File: src/rtl/imm_extend_pipe.sv
// ---------------------------------------------------------------------------
// imm_extend_pipe
//
// Decode-stage immediate extension for the MIPS datapath. An IN_WIDTH-bit
// immediate is widened to OUT_WIDTH bits in one of four modes and then
// carried through STAGES register stages, each with a valid bit. The stage
// registers honour stall and flush so that the result stays aligned with the
// ID/EX pipeline registers it travels beside.
//
// Parameters
//   IN_WIDTH   immediate width (>= 2)
//   OUT_WIDTH  result width (>= IN_WIDTH + 2)
//   STAGES     number of register stages, 1..4
//
// Ports
//   clk        rising-edge clock
//   reset      synchronous, active-high; clears every stage
//   stall      holds every stage; the input is not captured
//   flush      clears every stage; wins over stall
//   in_valid   imm_in/mode carry a real immediate this cycle
//   mode       00 sign, 01 zero, 10 upper, 11 branch (sign-extend, << 2)
//   imm_in     raw immediate field
//   out_valid  valid bit of the last stage
//   imm_out    extended result of the last stage (0 whenever out_valid=0)
// ---------------------------------------------------------------------------
module imm_extend_pipe #(
    parameter int IN_WIDTH  = 16,
    parameter int OUT_WIDTH = 32,
    parameter int STAGES    = 1
) (
    input  logic                 clk,
    input  logic                 reset,
    input  logic                 stall,
    input  logic                 flush,
    input  logic                 in_valid,
    input  logic [1:0]           mode,
    input  logic [IN_WIDTH-1:0]  imm_in,
    output logic                 out_valid,
    output logic [OUT_WIDTH-1:0] imm_out
);

    localparam int PadWidth = OUT_WIDTH - IN_WIDTH;

    localparam logic [1:0] ModeSign   = 2'b00;
    localparam logic [1:0] ModeZero   = 2'b01;
    localparam logic [1:0] ModeUpper  = 2'b10;
    localparam logic [1:0] ModeBranch = 2'b11;

    // Stage registers: index 0 is the stage fed by the input, index
    // STAGES-1 drives the outputs.
    logic [STAGES-1:0]                validQ;
    logic [STAGES-1:0]                validD;
    logic [STAGES-1:0][OUT_WIDTH-1:0] dataQ;
    logic [STAGES-1:0][OUT_WIDTH-1:0] dataD;

    logic [OUT_WIDTH-1:0] signExt;
    logic [OUT_WIDTH-1:0] extValue;

    // Extension function in front of stage 1. The width rule
    // OUT_WIDTH >= IN_WIDTH + 2 guarantees the branch shift never drops a
    // significant bit, and the upper concatenation is exactly OUT_WIDTH wide.
    always_comb begin
        signExt  = {{PadWidth{imm_in[IN_WIDTH-1]}}, imm_in};
        extValue = '0;
        case (mode)
            ModeSign:   extValue = signExt;
            ModeZero:   extValue = {{PadWidth{1'b0}}, imm_in};
            ModeUpper:  extValue = {imm_in, {PadWidth{1'b0}}};
            ModeBranch: extValue = {signExt[OUT_WIDTH-3:0], 2'b00};
            default:    extValue = '0;
        endcase
    end

    // Next-state for every stage. Flush clears regardless of stall; stall
    // simply keeps the defaults (hold). On advance, bubbles are forced to
    // carry zero data so a downstream consumer never sees stale values.
    always_comb begin
        validD = validQ;
        dataD  = dataQ;
        if (flush) begin
            validD = '0;
            dataD  = '0;
        end else if (!stall) begin
            validD[0] = in_valid;
            dataD[0]  = in_valid ? extValue : '0;
            for (int k = 1; k < STAGES; k++) begin
                validD[k] = validQ[k-1];
                dataD[k]  = dataQ[k-1];
            end
        end
    end

    // Stage register bank with synchronous reset.
    always_ff @(posedge clk) begin
        if (reset) begin
            validQ <= '0;
            dataQ  <= '0;
        end else begin
            validQ <= validD;
            dataQ  <= dataD;
        end
    end

    assign out_valid = validQ[STAGES-1];
    assign imm_out   = dataQ[STAGES-1];

endmodule

File: config.mk
export PLATFORM = sky130hd
export DESIGN_NAME = imm_extend_pipe
export DESIGN_NICKNAME = d
export VERILOG_FILES = /design/src/rtl/imm_extend_pipe.sv
export SDC_FILE = /design/constraint.sdc
export NUM_CORES = 1
export LEC_CHECK = 0
export CAP_MARGIN = 20
export CORE_AREA = 2 2 71 73
export CTS_BUF_LIST = sky130_fd_sc_hd__clkbuf_8
export CTS_CLUSTER_DIAMETER = 30
export DETAILED_ROUTE_END_ITERATION = 7
export DIE_AREA = 0 0 73 75
export GPL_ROUTABILITY_DRIVEN = 0
export HOLD_SLACK_MARGIN = 0.12
export PLACE_DENSITY = 0.68
export SLEW_MARGIN = 30
export SYNTH_ARGS = -nofsm -noshare
export SYNTH_HDL_FRONTEND = slang
export SYNTH_SLANG_ARGS = --single-unit
export TNS_END_PERCENT = 100
File: constraint.sdc
create_clock -name clk -period 2.3 [get_ports clk]
set_clock_uncertainty 0.1 [all_clocks]
set_input_delay 0.575 -clock clk [delete_from_list [all_inputs] [get_ports clk]]
set_output_delay 0.575 -clock clk [all_outputs]
set_load 0.02 [all_outputs]
# Yosys cells after proc, flatten, opt, wreduce, memory -nomap -nowiden
# Index checks and enable logic that the tools add are counted.
[word_totals] regBits=33 word_cells=9 output_inout_bits=33
[op_classes] n_reduce_logical=2 muxes=2 eq_ne=3
[ops] op="$pmux W32 S4" n=1
[ops] op="$mux W32" n=1
[ops] op="$eq A2 B2 Y1 const B" n=2
[ops] op="$eq A2 B1 Y1 const B" n=1
[ops] op="$logic_not A2 Y1" n=1
[ops] op="$reduce_or A2 Y1" n=1

# Depth between registers and ports, before layout
[logic_depth] word_depth=3 depth_mapped=5 ltp_nobuf=3

# Worst setup path after synthesis
# Ideal clock, no wire load.
[synth_path] path_type="input to register" start="input port flush" end="register dataQ, in the netlist imm_out[16]" slack_ns=0.677 path_buffers=2 stages=5 arrival_ns=1.463 cell_sequence="or2_2 > buf_2 > nor2_4 > buf_2 > a32o_1"
[synth_via] elab_chain_cells=1
[synth_rtl] item="start: declaration" line="34" text="input logic flush,"
[synth_rtl] item="$reduce_or A2 Y1 (no source line)"
[synth_rtl] item="end signal: assignment" line="100" text="dataQ <= dataD;"
[synth_rtl] item="end: declaration" line="53" text="logic [STAGES-1:0][OUT_WIDTH-1:0] dataQ;"
# Every way passes these cells.
# A chain may end at the register's enable or synchronous reset.

# Final worst setup path
[layout_path] start="register dataQ, in the netlist imm_out[24]" end="output port imm_out[24]"
[layout_lines] item="end: declaration" line="39" text="output logic [OUT_WIDTH-1:0] imm_out"
# No word-level cell between the ends.

==> reports/metrics.yaml <==
clock_network:
  cts-root-buf: "clkbuf_8"
  post_cts_resized: 0
  cts.clk_slew.worst_paths_ns: 0.07
  hold_buffers: 0
  tritoncts: "built"
  clkLatencyLatePin_ns: 0.28
  cts_sinks: 33
  cts_setup_buffers: 0
  numCtsBuffers: 5
  htree_levels: 2
  clockBufferDepth: 2
layout:
  regArea_um2: 661
  nets: 212
  drive_above_1_share_pct: 11.6
  antennaDiodeCount: 0
  fillers: 450
  multi_input_comb_area_um2: 588
  area_growth_syn_to_layout_pct: 58.5
worst_setup_path:
  setup.worst_path.start_class: "register"
  crit_required_ns: 1.62
  r2r_slack_ns: 1.35
  cp_num_buf_inv: 1
  critical-path-max-stage-delay_ns: 0.62
  crit_type: "reg -> out"
  cp_max_fo: 2
  cp.arrival_ns: 1.26
  cp_cell_sequence: "clkdlybuf4s50_1"
  slowest_stage: "clkdlybuf4s50_1"
  r2r_cells: 2
  r2r_start: "imm_out[11]"
  setup.worst_path.end_class: "output port"
  cp_top_family: "buffers and inverters"
  reg2reg_to: "imm_out[11]"
grt:
  grt_max_degree: 19
  grt.total_usage_pct: 14.6
  grt_pass1_wl_mm: 5.96
  antenna_found_initial: 0
  overflow: 0
  grt_pass1_vias: 1231
floorplanning:
  initial_core_util_pct: 28.2
  dieWidth_um: 73
  num_rows: 25
  ios: 56
  coreArea_um2: 4660
  die_h_um: 75
  fp.dieArea_um2: 5480
synth:
  syn_nets: 150
  netlist_instances: 127
  synth_cell_types: 24
  syn_area_um2: 1310
  synth-seq-cells: 33
  yosysSeqAreaShare_pct: 50.3
  yosys_warnings: 0
  syn_avg_cell_area_um2: 10.3
drt:
  ant_nets: 0
  viasPerCell: 5.25
  drt_wl_total_mm: 3.85
  route.detailed.drc: 0
  first_iter_violations: 112
  wl_per_cell_um: 15.8
  first_pass_iters: 4
  dr_total_vias: 1280
min_path:
  hold_path_end: "imm_out[29]"
  hp-class: "reg -> reg"
  hold_path_depth: 1
  hp-start: "imm_out[29]"
sta:
  setup_tns_ns: 0
  max_freq_mhz: 516
  finalSetupViolCount: 0
  fin_crit_ns: 1.94
  min_period_over_period_pct: 84.2
  hold_violations: 0
  slew-limit-headroom_pct: 62.6
  worst_slack_ns: 0.362
  slew_viol_final: 0
  tightest_slew_ns: 0.560
  rsz0062_at_grt: "no"
power:
  irDropWorstVdd_mv: 0.240
  p_per_area_nw_per_um2: 628
  p_leak_nw: 0.856
status:
  outcome: "finished, final reports clean"
placed_design:
  pre_cts_slack_ns: 0.0966
  portBuffers: 55
  dp_hpwl_mm: 2.74
job:
  maxCapViolCount: 0
-- placed cells by master, fill, tap and decap left out --
| cell | n |
|---|---|
| or3_1 | 1 |
| o2bb2ai_1 | 6 |
| inv_1 | 3 |
| bufinv_16 | 1 |
| a222oi_1 | 13 |
| dfxtp_1 | 33 |
| clkdlybuf4s50_1 | 55 |
| and2b_1 | 1 |
| nor4b_1 | 1 |
| clkbuf_8 | 6 |
| nand4_1 | 1 |
| mux2i_1 | 7 |
| and3_1 | 8 |
| a32o_1 | 1 |
| nor3b_2 | 1 |
| nand2_1 | 4 |
| a211o_1 | 8 |
| buf_4 | 12 |
| a32oi_1 | 1 |
| a21oi_1 | 2 |
| a22oi_1 | 3 |
| nor2_1 | 17 |
| or2_2 | 1 |
| nand2b_1 | 1 |
| nor2_4 | 1 |
| and4b_1 | 2 |
-- area by class of cell --
| class | instances | area share, % |
|---|---|---|
| flip-flops and latches | 33 | 31.7 |
| repair buffers | 67 | 30.8 |
| multi-input cells | 80 | 28.3 |
| clock buffers | 6 | 3.97 |
| well taps | 54 | 3.25 |
| clock inverters | 2 | 1.62 |
| inverters | 2 | 0.361 |
-- routing by layer --
metal	track usage [%]	up-vias	share of wire (%)
met5	0	-	0
met4	6.17	0	0.83
met3	4.95	4	9.3
met2	21.2	54	46
met1	19.6	604	44
li1	-	618	-
-- power by group --
part	internal [W]	leakage, nW	switching [W]
Combinational	0.0000866	0.526	0.0000791
Sequential	0.000583	0.267	0.00000613
Clock	0.000348	0.0626	0.000203
-- registers in the layout, summed over array words and instances, names as in the netlist --
| register | flops |
|---|---|
| imm_out | 32 |
| out_valid | 1 |
-- synthesized netlist by cell type, drive strengths merged --
master	count	area [um2]
mux2i	7	70.1
nand2	4	15.0
nor3b	1	12.5
and4b	2	20.0
and3	8	50.1
inv	2	7.51
nand4	1	6.26
a222oi	13	130
a21oi	2	10.0
clkbuf	3	11.3
a32oi	1	8.76
a22oi	3	22.5
o2bb2ai	6	52.6
or2	1	6.26
a211o	8	70.1
nor2	18	75.1
nand2b	1	6.26
nor4b	1	8.76
buf	9	45.0
dfxtp	33	661
and2b	1	7.51
a32o	1	10.0
or3	1	6.26
-- cells by family (layout without fill, tap and decap cells) --
| logic type | Yosys count | count (layout) | share of synthesized area, % |
|---|---|---|---|
| and+or+nand+nor | 39 | 39 | 16.3 |
| AOI/OAI and AO/OA | 34 | 34 | 23.2 |
| DFF | 33 | 33 | 50.3 |
| buffers and inverters | 14 | 77 | 4.86 |
| muxes | 7 | 7 | 5.34 |
-- through the flow --
step           std cells  cell area [um2]  util (%)  hold slack, ns  power [W]
3_5_place_dp         236             1960      42.1           0.351   0.000767
2_1_floorplan        127             1310         -           0.437   0.000671
4_1_cts              244             2080      44.6           0.368    0.00132
5_1_grt              244             2080      44.6           0.385    0.00135
6_report             244             2080      44.6           0.365    0.00131
3_3_place_gp         236             1960      42.1           0.348   0.000766
-- worst reg2reg max path, delay by kind of cell (launching register included) --
family | cells | cell delay, ns
flops | 1 | 0.32
simple gates | 1 | 0.07
compound gates | 1 | 0.34
-- worst max path at each step --
stage                 from           to  cells after the start
3_3_place_gp         stall  imm_out[18]                      4
5_1_grt              stall  imm_out[18]                      4
4_1_cts        imm_out[24]  imm_out[24]                      1
3_5_place_dp         stall  imm_out[24]                      4
2_1_floorplan        flush  imm_out[16]                      5
6_report       imm_out[24]  imm_out[24]                      1
(Power assumes the default switching activity.)
